**config.mk**
```make
export PLATFORM = sky130hd
export DESIGN_NAME = chimera_cluster_isolator
export DESIGN_NICKNAME = d
export VERILOG_FILES = /design/src/rtl/chimera_cluster_isolator.sv
export SDC_FILE = /design/constraint.sdc
export NUM_CORES = 1
export LEC_CHECK = 0
export ABC_AREA = 0
export BUFFER_PORTS_ARGS = -buffer_cell sky130_fd_sc_hd__clkbuf_2
export CORE_AREA = 2 2 152 154
export DETAILED_ROUTE_END_ITERATION = 10
export DIE_AREA = 0 0 154 156
export PLACE_DENSITY_LB_ADDON = 0.1
export SLEW_MARGIN = 15
export SYNTH_ARGS = -nofsm -noshare
export SYNTH_HDL_FRONTEND = slang
export SYNTH_SLANG_ARGS = --single-unit
```
**constraint.sdc**
```tcl
create_clock -name clk_i -period 3.4 [get_ports clk_i]
set_clock_uncertainty 0.1 [all_clocks]
set_input_delay 1.02 -clock clk_i [delete_from_list [all_inputs] [get_ports clk_i]]
set_output_delay 1.02 -clock clk_i [all_outputs]
set_load 0.05 [all_outputs]
```
**src/rtl/chimera_cluster_isolator.sv**
```systemverilog
`default_nettype none
// ============================================================================
// | Module   : chimera_cluster_isolator
// | Brief    : AXI isolate/drain stage in front of a cluster's SoC slave port.
// |            Optional ISOLATED-state error responder: CHIMERA_ISOLATOR_ERR_RESP_EN
// | Revision : 1.0 - initial release
// ============================================================================

package chimera_cluster_isolator_pkg;
  typedef logic [3:0]  id_t;
  typedef logic [31:0] addr_t;
  typedef logic [31:0] data_t;
  typedef logic [3:0]  strb_t;

  typedef struct packed {
    id_t        id;
    addr_t      addr;
    logic [7:0] len;
    logic [2:0] size;
    logic [1:0] burst;
  } ax_chan_t;

  typedef struct packed {
    data_t data;
    strb_t strb;
    logic  last;
  } w_chan_t;

  typedef struct packed {
    id_t        id;
    logic [1:0] resp;
  } b_chan_t;

  typedef struct packed {
    id_t        id;
    data_t      data;
    logic [1:0] resp;
    logic       last;
  } r_chan_t;

  typedef struct packed {
    ax_chan_t aw;
    logic     aw_valid;
    w_chan_t  w;
    logic     w_valid;
    logic     b_ready;
    ax_chan_t ar;
    logic     ar_valid;
    logic     r_ready;
  } axi_req_t;

  typedef struct packed {
    logic    aw_ready;
    logic    ar_ready;
    logic    w_ready;
    logic    b_valid;
    b_chan_t b;
    logic    r_valid;
    r_chan_t r;
  } axi_resp_t;
endpackage

module chimera_cluster_isolator
  import chimera_cluster_isolator_pkg::*;
#(
  parameter int unsigned MaxOutstanding = 8,
  parameter int unsigned CntWidth       = $clog2(MaxOutstanding + 1),
  parameter type         req_t          = axi_req_t,
  parameter type         resp_t         = axi_resp_t
) (
  input  logic                clk_i,
  input  logic                rst_i,
  input  logic                isolate_i,
  output logic                isolated_o,
  input  req_t                slv_req_i,
  output resp_t               slv_resp_o,
  output req_t                mst_req_o,
  input  resp_t               mst_resp_i,
  output logic [CntWidth-1:0] wr_outstanding_o,
  output logic [CntWidth-1:0] rd_outstanding_o
);

  localparam logic [1:0]          c_ST_RUN   = 2'd0;
  localparam logic [1:0]          c_ST_DRAIN = 2'd1;
  localparam logic [1:0]          c_ST_ISO   = 2'd2;
  localparam logic [CntWidth-1:0] c_MAX      = CntWidth'(MaxOutstanding);
  localparam logic [CntWidth-1:0] c_ONE      = CntWidth'(1);
  localparam logic [CntWidth:0]   c_PEND_ONE = (CntWidth + 1)'(1);

  logic [1:0]          r_state, w_state_nxt;
  logic [CntWidth-1:0] r_wr_cnt, r_rd_cnt;
  logic [CntWidth:0]   r_w_pend;
  logic                r_aw_hold, r_ar_hold;

  logic w_live, w_run, w_drain, w_iso, w_pass;
  logic w_aw_fwd, w_ar_fwd;
  logic w_mst_aw_valid, w_mst_ar_valid, w_mst_w_valid, w_mst_b_ready, w_mst_r_ready;
  logic w_aw_hs, w_ar_hs, w_wlast_hs, w_b_hs, w_rlast_hs;
  logic w_drained, w_err_idle;

  // Outputs are forced quiet while reset is held, independent of upstream inputs.
  assign w_live  = ~rst_i;
  assign w_run   = (r_state == c_ST_RUN);
  assign w_drain = (r_state == c_ST_DRAIN);
  assign w_iso   = (r_state == c_ST_ISO);
  assign w_pass  = w_live & (w_run | w_drain);

  // An address already presented downstream keeps being forwarded until accepted.
  assign w_aw_fwd = w_live & ((w_run & (r_wr_cnt != c_MAX)) | (w_drain & r_aw_hold));
  assign w_ar_fwd = w_live & ((w_run & (r_rd_cnt != c_MAX)) | (w_drain & r_ar_hold));

  assign w_mst_aw_valid = slv_req_i.aw_valid & w_aw_fwd;
  assign w_mst_ar_valid = slv_req_i.ar_valid & w_ar_fwd;
  assign w_mst_w_valid  = slv_req_i.w_valid & w_pass;
  assign w_mst_b_ready  = w_pass ? slv_req_i.b_ready : w_iso;
  assign w_mst_r_ready  = w_pass ? slv_req_i.r_ready : w_iso;

  assign w_aw_hs    = w_mst_aw_valid & mst_resp_i.aw_ready;
  assign w_ar_hs    = w_mst_ar_valid & mst_resp_i.ar_ready;
  assign w_wlast_hs = w_mst_w_valid & mst_resp_i.w_ready & slv_req_i.w.last;
  assign w_b_hs     = mst_resp_i.b_valid & w_mst_b_ready;
  assign w_rlast_hs = mst_resp_i.r_valid & w_mst_r_ready & mst_resp_i.r.last;

  assign w_drained = (r_wr_cnt == '0) && (r_rd_cnt == '0) && (r_w_pend == '0) &&
                     !r_aw_hold && !r_ar_hold;

  assign wr_outstanding_o = r_wr_cnt;
  assign rd_outstanding_o = r_rd_cnt;
  assign isolated_o       = w_iso;

  always_ff @(posedge clk_i or posedge rst_i) begin
    if (rst_i) begin
      r_wr_cnt  <= '0;
      r_rd_cnt  <= '0;
      r_w_pend  <= '0;
      r_aw_hold <= 1'b0;
      r_ar_hold <= 1'b0;
    end else begin
      case ({w_aw_hs, w_b_hs})
        2'b10:   r_wr_cnt <= r_wr_cnt + c_ONE;
        2'b01:   if (r_wr_cnt != '0) r_wr_cnt <= r_wr_cnt - c_ONE;
        default: r_wr_cnt <= r_wr_cnt;
      endcase
      case ({w_ar_hs, w_rlast_hs})
        2'b10:   r_rd_cnt <= r_rd_cnt + c_ONE;
        2'b01:   if (r_rd_cnt != '0) r_rd_cnt <= r_rd_cnt - c_ONE;
        default: r_rd_cnt <= r_rd_cnt;
      endcase
      // W may legally lead its AW, so this difference is kept as two's complement.
      case ({w_aw_hs, w_wlast_hs})
        2'b10:   r_w_pend <= r_w_pend + c_PEND_ONE;
        2'b01:   r_w_pend <= r_w_pend - c_PEND_ONE;
        default: r_w_pend <= r_w_pend;
      endcase
      r_aw_hold <= w_mst_aw_valid & ~mst_resp_i.aw_ready;
      r_ar_hold <= w_mst_ar_valid & ~mst_resp_i.ar_ready;
    end
  end

  always_ff @(posedge clk_i or posedge rst_i) begin
    if (rst_i) r_state <= c_ST_RUN;
    else       r_state <= w_state_nxt;
  end

  always_comb begin
    w_state_nxt = r_state;
    case (r_state)
      c_ST_RUN:   if (isolate_i) w_state_nxt = c_ST_DRAIN;
      c_ST_DRAIN: begin
        if (!isolate_i)     w_state_nxt = c_ST_RUN;
        else if (w_drained) w_state_nxt = c_ST_ISO;
      end
      c_ST_ISO:   if (!isolate_i && w_err_idle) w_state_nxt = c_ST_RUN;
      default:    w_state_nxt = c_ST_RUN;
    endcase
  end

`ifdef CHIMERA_ISOLATOR_ERR_RESP_EN
  localparam logic [1:0] c_EW_IDLE = 2'd0;
  localparam logic [1:0] c_EW_DATA = 2'd1;
  localparam logic [1:0] c_EW_RESP = 2'd2;

  logic [1:0] r_ew_state, w_ew_state_nxt;
  id_t        r_ew_id, r_er_id;
  logic       r_er_busy;
  logic [7:0] r_er_left;
  logic       w_err_accept, w_ew_aw_ready, w_er_ar_ready;

  // New error transactions are only taken while isolation is still requested.
  assign w_err_accept  = w_live & w_iso & isolate_i;
  assign w_ew_aw_ready = w_err_accept & (r_ew_state == c_EW_IDLE);
  assign w_er_ar_ready = w_err_accept & ~r_er_busy;
  assign w_err_idle    = (r_ew_state == c_EW_IDLE) & ~r_er_busy;

  always_comb begin
    w_ew_state_nxt = r_ew_state;
    case (r_ew_state)
      c_EW_IDLE: if (slv_req_i.aw_valid && w_ew_aw_ready) w_ew_state_nxt = c_EW_DATA;
      c_EW_DATA: if (slv_req_i.w_valid && slv_req_i.w.last) w_ew_state_nxt = c_EW_RESP;
      c_EW_RESP: if (slv_req_i.b_ready) w_ew_state_nxt = c_EW_IDLE;
      default:   w_ew_state_nxt = c_EW_IDLE;
    endcase
  end

  always_ff @(posedge clk_i or posedge rst_i) begin
    if (rst_i) begin
      r_ew_state <= c_EW_IDLE;
      r_ew_id    <= '0;
      r_er_busy  <= 1'b0;
      r_er_id    <= '0;
      r_er_left  <= '0;
    end else begin
      r_ew_state <= w_ew_state_nxt;
      if (slv_req_i.aw_valid && w_ew_aw_ready) r_ew_id <= slv_req_i.aw.id;
      if (slv_req_i.ar_valid && w_er_ar_ready) begin
        r_er_busy <= 1'b1;
        r_er_id   <= slv_req_i.ar.id;
        r_er_left <= slv_req_i.ar.len;
      end else if (r_er_busy && slv_req_i.r_ready) begin
        if (r_er_left == '0) r_er_busy <= 1'b0;
        else                 r_er_left <= r_er_left - 8'd1;
      end
    end
  end
`else
  assign w_err_idle = 1'b1;
`endif

  always_comb begin
    mst_req_o          = '0;
    mst_req_o.aw       = slv_req_i.aw;
    mst_req_o.w        = slv_req_i.w;
    mst_req_o.ar       = slv_req_i.ar;
    mst_req_o.aw_valid = w_mst_aw_valid;
    mst_req_o.ar_valid = w_mst_ar_valid;
    mst_req_o.w_valid  = w_mst_w_valid;
    mst_req_o.b_ready  = w_mst_b_ready;
    mst_req_o.r_ready  = w_mst_r_ready;

    slv_resp_o          = '0;
    slv_resp_o.aw_ready = mst_resp_i.aw_ready & w_aw_fwd;
    slv_resp_o.ar_ready = mst_resp_i.ar_ready & w_ar_fwd;
    slv_resp_o.w_ready  = mst_resp_i.w_ready & w_pass;
    slv_resp_o.b_valid  = mst_resp_i.b_valid & w_pass;
    slv_resp_o.b        = mst_resp_i.b;
    slv_resp_o.r_valid  = mst_resp_i.r_valid & w_pass;
    slv_resp_o.r        = mst_resp_i.r;
`ifdef CHIMERA_ISOLATOR_ERR_RESP_EN
    if (w_iso) begin
      slv_resp_o.aw_ready = w_ew_aw_ready;
      slv_resp_o.w_ready  = (r_ew_state == c_EW_DATA);
      slv_resp_o.b_valid  = (r_ew_state == c_EW_RESP);
      slv_resp_o.b.id     = r_ew_id;
      slv_resp_o.b.resp   = 2'b10;
      slv_resp_o.ar_ready = w_er_ar_ready;
      slv_resp_o.r_valid  = r_er_busy;
      slv_resp_o.r.id     = r_er_id;
      slv_resp_o.r.data   = '0;
      slv_resp_o.r.resp   = 2'b10;
      slv_resp_o.r.last   = r_er_busy & (r_er_left == '0);
    end
`endif
  end

endmodule

`default_nettype wire

```
==> results of run 1 <==
[report_power, final]
| part | internal [µW] | total [µW] | switching (µW) |
|---|---|---|---|
| Sequential | 271 | 407 | 136 |
| Clock | 158 | 253 | 94.4 |
| Combinational | 179 | 489 | 310 |
[kinds of logic after synthesis]
group	Yosys count	share of synthesized area, %
DFF	17	16.6
buffers and inverters	195	56.1
muxes	4	1.81
and+or+nand+nor	47	10.8
xor gates and xnor gates	14	4.80
adders and majority gates	6	2.94
AOI/OAI and AO/OA	25	6.90
[Yosys cell counts, drive strengths merged (2+ instances only)]
cell / n
a31oi: 3
mux2: 2
nor3: 3
buf: 186
dfrtp: 17
nand2: 8
nor4: 4
inv: 3
a21oi: 5
xor2: 9
and3: 4
or2: 2
nor2: 5
xnor2: 5
nor3b: 3
nor2b: 3
o21ai: 5
and2: 6
nand4: 3
nand2b: 2
o2111a: 2
clkbuf: 6
a21o: 3
ha: 6
mux2i: 2
[placed cells by master (no fill, tap or decap), types with 2 or more instances in the layout]
| cell type | instances |
|---|---|
| and3_1 | 3 |
| nand2_1 | 8 |
| nand4_1 | 3 |
| and2_1 | 5 |
| buf_12 | 4 |
| nor3_1 | 3 |
| nand2b_1 | 2 |
| nor3b_1 | 3 |
| nor4_1 | 4 |
| dfrtp_1 | 17 |
| mux2i_1 | 2 |
| a21o_1 | 3 |
| buf_4 | 6 |
| inv_1 | 3 |
| xnor2_1 | 5 |
| nor2b_1 | 3 |
| a31oi_1 | 3 |
| xor2_1 | 9 |
| nor2_1 | 5 |
| or2_2 | 2 |
| a21oi_1 | 4 |
| o21ai_0 | 5 |
| clkbuf_16 | 3 |
| clkbuf_2 | 31 |
| ha_1 | 6 |
[worst paths after layout]
check	from	end	slack, ns	cells after the start
hold / removal	r_w_pend[4]$_DFFE_PP0P_	r_w_pend[4]$_DFFE_PP0P_	0.37	1
setup / recovery	rst_i	mst_req_o[1]	0.27	6
max in group asynchronous	rst_i	rd_outstanding_o[1]$_DFFE_PP0P_	1.86	2
setup reg to reg	wr_outstanding_o[0]$_DFFE_PP0P_	r_w_pend[4]$_DFFE_PP0P_	0.69	10
hold reg to reg	r_w_pend[4]$_DFFE_PP0P_	r_w_pend[4]$_DFFE_PP0P_	0.37	1
min in group asynchronous	rst_i	r_w_pend[3]$_DFFE_PP0P_	0.84	2
[final cells by class]
cell class	count	area (µm²)
Clock buffer	3	75.1
Clock inverter	1	5.00
Fill cell	2580	20500
Inverter	3	11.3
Multi-Input combinational cell	96	698
Sequential cell	17	425
Tap cell	285	357
Timing Repair Buffer	41	280
[per-layer routing]
metal	vias to the layer above	share of wire, %
met4	0	7.4
met1	528	39
met3	58	13
met2	110	41
met5	-	0
li1	519	-
[critical path: cells and delay by family]
family	cells	cell delay, ns
buffers and inverters	3	0.47
AND/OR/NAND/NOR	3	0.52
[state kept, by name (all words and copies together) (netlist names)]
signal and count:
wr_outstanding_o 4, r_aw_hold 1, rd_outstanding_o 4, r_state 2
r_w_pend 5, r_ar_hold 1
[through the flow]
step                utilization [%]  total power [µW]  setup WS [ns]  area [µm²]  hold WS, ns
detailed placement             7.92               910          0.204        1770        0.363
global route                   8.28              1240          0.143        1850        0.395
finish                         8.28              1150          0.271        1850        0.370
floorplan                         -              1340          0.145        2560        0.341
global placement               7.92               922          0.240        1770        0.374
CTS                            8.28              1170          0.238        1850        0.374
==> results.sh, run 1 <==
export IMPL_status="finished with violations"
export IMPL_failed_checks="design-rule violations"
export IMPL_critPathCaptureType="primary output"
export IMPL_startpoint_type="input pin"
export IMPL_htreeDepth=1
export IMPL_ys_seq_area_share_pct=16.6
export IMPL_grtUsageMet2_pct=5.89
export IMPL_max_slew_margin_pct=45.8
export IMPL_synth_distinct_cells=41
export IMPL_worst_path_largest_cell_delay_ns=0.22
export IMPL_synth_async_reset_ratio_pct=100
export IMPL_fin_nets=361
export IMPL_grt_start_max_net_pins=18
export IMPL_cts_sinks=17
export IMPL_numCtsBuffers=3
export IMPL_avgSynthCellArea_um2=8.30
export IMPL_num_vias=1215
export IMPL_power_per_cell_area_mw_per_mm2=621
export IMPL_dieArea_mm2=0.0240
export IMPL_grt_ovfl_total=0
export IMPL_drt_initial_drc_count=33
export IMPL_max_freq_ghz=0.320
export IMPL_required_ns=2.28
export IMPL_use_met1_pct=4.74
export IMPL_drt_antenna_violating_nets=0
export IMPL_yosysTopAreaCell="buf_4"
export IMPL_peakVddDrop_mv=0.265
export IMPL_diodes=0
export IMPL_antenna_found_initial=0
export IMPL_viasPerCell=2.72
export IMPL_final_max_slew_violation_count=0
export IMPL_dp_hpwl_um=4320
export IMPL_drive_above_1_share_pct=33.5
export IMPL_clk_path_buf_depth=2
export IMPL_hold_path_class="flip-flop to flip-flop"
export IMPL_gr_usage_met3_pct=2.78
export IMPL_cp_slowest_cell="and3_1"
export IMPL_clk_latency_ns=0.26
export IMPL_fin_cells=446
export IMPL_start_util_pct=11.4
export IMPL_first_pass_iters=7
export IMPL_worstMarginPinSlew_ns=0.812
export IMPL_post_cts_resized=0
export IMPL_grt_util_all_layers_pct=4.43
export IMPL_synth_top_area_share_pct=54.3
export IMPL_cap_violations=0
export IMPL_path_class="input pin to primary output"
export IMPL_row_count=55
export IMPL_syn_inst=308
export IMPL_num_io_pins=392
export IMPL_areaGrowthSynthToFinish_pct=-27.6
export IMPL_yosys_warnings=0
export IMPL_wl_per_cell_um=12.0
export IMPL_die_height_um=156
export IMPL_grt_pass1_wl_um=7720
export IMPL_finalCriticalPeriod_ns=3.13
export IMPL_gp_congestion=0.644
export IMPL_placed_cells=442
export IMPL_synthTopCellsByArea="buf_4, dfrtp_1, xor2_1, ha_1, xnor2_1"
export IMPL_grt_pass1_vias=1232
export IMPL_setup_viol=0
export IMPL_ctsHoldBuffers=0
export IMPL_crit_path_max_fanout=6
export IMPL_ys_flop_type="dfrtp_1"
export IMPL_fin_setup_tns_ns=0
export IMPL_hold_viol=0
export IMPL_period_share_pct=92.0
export IMPL_p_leak_uw=0.000738
export IMPL_syn_area_mm2=0.00256
export IMPL_wl_um=5340
export IMPL_die_x_um=154
export IMPL_clkTransAtPathRegs_ns=0.06
export IMPL_cts_tree="yes"
export IMPL_cts_root_buf="clkbuf_16"
export IMPL_synthesis_nets=507
export IMPL_rsz0062_at_grt="false"
export IMPL_synth_edf_count=0
export IMPL_portBuffers=35
export IMPL_synth_seq_cells=17
export IMPL_drc_errors=1
export IMPL_coreArea_mm2=0.0224
export IMPL_top_usage_layer="met2"
export IMPL_worstPathCellList="clkbuf_2 > nor2_1 > buf_4 > and2_1 > and3_1 > buf_12"
export IMPL_worstPathArrival_ns=2.01
export IMPL_cts_setup_buffers=0
No activity file was read; power rests on OpenSTA's default activity.
==> inputs of run 2 (changes only) <==
PLACE_DENSITY = 0.39   (was default)
PLACE_DENSITY_LB_ADDON = default   (was 0.1)
==> results.sh, run 2 (synthesis results as in run 1) <==
export IMPL_row_count=55
export IMPL_drt_antenna_violating_nets=0
export IMPL_wl_um=5940
export IMPL_largest_reg_flops=5
export IMPL_htreeDepth=1
export IMPL_cts_sinks=17
export IMPL_placed_cells=443
export IMPL_critPathCaptureType="primary output"
export IMPL_grt_util_all_layers_pct=4.70
export IMPL_final_max_slew_violation_count=0
export IMPL_dieArea_mm2=0.0240
export IMPL_die_height_um=156
export IMPL_antenna_found_initial=0
export IMPL_drive_above_1_share_pct=33.3
export IMPL_reg2reg_from="wr_outstanding_o[0]$_DFFE_PP0P_"
export IMPL_status="finished, final reports clean"
export IMPL_worstPathArrival_ns=2.00
export IMPL_crit_path_end="slv_resp_o[49]"
export IMPL_p_leak_uw=0.000736
export IMPL_ctsHoldBuffers=0
export IMPL_numCtsBuffers=3
export IMPL_finalCriticalPeriod_ns=3.12
export IMPL_r2r_worst_path_cells=10
export IMPL_period_share_pct=91.9
export IMPL_grt_ovfl_total=0
export IMPL_final_core_util_pct=8.24
export IMPL_wl_per_cell_um=13.3
export IMPL_peakVddDrop_mv=0.224
export IMPL_start_util_pct=11.4
export IMPL_use_met1_pct=4.45
export IMPL_hold_path_class="flip-flop to flip-flop"
export IMPL_max_freq_ghz=0.320
export IMPL_hold_viol=0
export IMPL_worst_path_largest_cell_delay_ns=0.29
export IMPL_viasPerCell=2.91
export IMPL_portBuffers=35
export IMPL_fin_nets=362
export IMPL_setup_viol=0
export IMPL_top_register="r_w_pend"
export IMPL_reg2reg_slack_ns=0.70
export IMPL_num_io_pins=392
export IMPL_fill_cells=2584
export IMPL_max_slew_margin_pct=50.6
export IMPL_worstPathCellList="clkbuf_2 > nor2_1 > buf_4 > o2111a_1 > clkbuf_2"
export IMPL_die_x_um=154
export IMPL_timing_rr_end="r_w_pend[4]$_DFFE_PP0P_"
export IMPL_diodes=0
export IMPL_drc_errors=0
export IMPL_drt_initial_drc_count=45
export IMPL_grt_pass1_vias=1339
export IMPL_coreArea_mm2=0.0224
export IMPL_clk_path_buf_depth=2
export IMPL_cts_root_buf="clkbuf_16"
export IMPL_grtUsageMet2_pct=6.79
export IMPL_crit_path_max_fanout=7
export IMPL_final_common_cell="clkbuf_2"
export IMPL_crit_start="rst_i"
export IMPL_areaGrowthSynthToFinish_pct=-27.9
export IMPL_startpoint_type="input pin"
export IMPL_cap_violations=0
export IMPL_first_pass_iters=4
export IMPL_rsz0062_at_grt="false"
export IMPL_path_class="input pin to primary output"
export IMPL_path_common_cell="clkbuf_2"
export IMPL_cts_tree="yes"
export IMPL_power_per_cell_area_mw_per_mm2=618
export IMPL_grt_pass1_wl_um=8310
export IMPL_hold_ws_ns=0.377
export IMPL_clkTransAtPathRegs_ns=0.05
export IMPL_gr_usage_met3_pct=2.47
export IMPL_top_usage_layer="met2"
export IMPL_cts_setup_buffers=0
export IMPL_required_ns=2.28
export IMPL_gp_congestion=0.740
export IMPL_grt_start_max_net_pins=18
export IMPL_fin_cells=447
export IMPL_cp_slowest_cell="clkbuf_2"
export IMPL_fin_setup_tns_ns=0
export IMPL_clk_latency_ns=0.25
export IMPL_num_vias=1302
export IMPL_mostFrequentLayoutCells="clkbuf_2, dfrtp_1, xor2_1, nand2_1, buf_4"
export IMPL_post_cts_resized=0
export IMPL_dp_hpwl_um=4840
export IMPL_worstMarginPinSlew_ns=0.741
## run 2: cell type report
class                           count  area [µm²]  share of cell area (%)
Clock buffer                        4        78.8                    4.28
Inverter                            3        11.3                   0.611
Multi-Input combinational cell     96         698                    37.9
Sequential cell                    17         425                    23.1
Tap cell                          285         357                    19.3
Timing Repair Buffer               42         273                    14.8
## run 2: critical path: cells and delay by family
| kind | cells | cell delay, ns |
|---|---|---|
| buffers and inverters | 3 | 0.60 |
| AOI/OAI and AO/OA | 1 | 0.25 |
| and+or+nand+nor | 1 | 0.13 |
## run 2: how the worst min path moves through the flow
stage,start,endpoint,slack (ns),cells past startpoint
2_1_floorplan,r_w_pend[4]$_DFFE_PP0P_,r_w_pend[4]$_DFFE_PP0P_,0.34,1
3_3_place_gp,r_w_pend[4]$_DFFE_PP0P_,r_w_pend[4]$_DFFE_PP0P_,0.37,1
3_5_place_dp,r_w_pend[4]$_DFFE_PP0P_,r_w_pend[4]$_DFFE_PP0P_,0.37,1
4_1_cts,r_w_pend[4]$_DFFE_PP0P_,r_w_pend[4]$_DFFE_PP0P_,0.38,1
5_1_grt,r_w_pend[4]$_DFFE_PP0P_,r_w_pend[4]$_DFFE_PP0P_,0.41,1
6_report,r_w_pend[4]$_DFFE_PP0P_,r_w_pend[4]$_DFFE_PP0P_,0.38,1
## run 2: where the power goes
part	internal [µW]	leakage, µW	total (µW)	switching, µW
combinational	177	0.000484	490	313
clock	160	0.0000382	246	86.3
sequential	271	0.000213	404	133
## run 2: per-stage QoR
step	area, µm²	setup slack (ns)	power (µW)
6_report	1840	0.276	1140
5_1_grt	1840	0.220	1220
4_1_cts	1840	0.256	1160
3_5_place_dp	1760	0.191	900
3_3_place_gp	1760	0.206	891
2_1_floorplan	2560	0.145	1340
## run 2: metal layers
layer	vias to the layer above	part of all wire, %
met1	585	34
met3	86	13
li1	524	-
met4	0	11
met2	107	41
met5	-	0
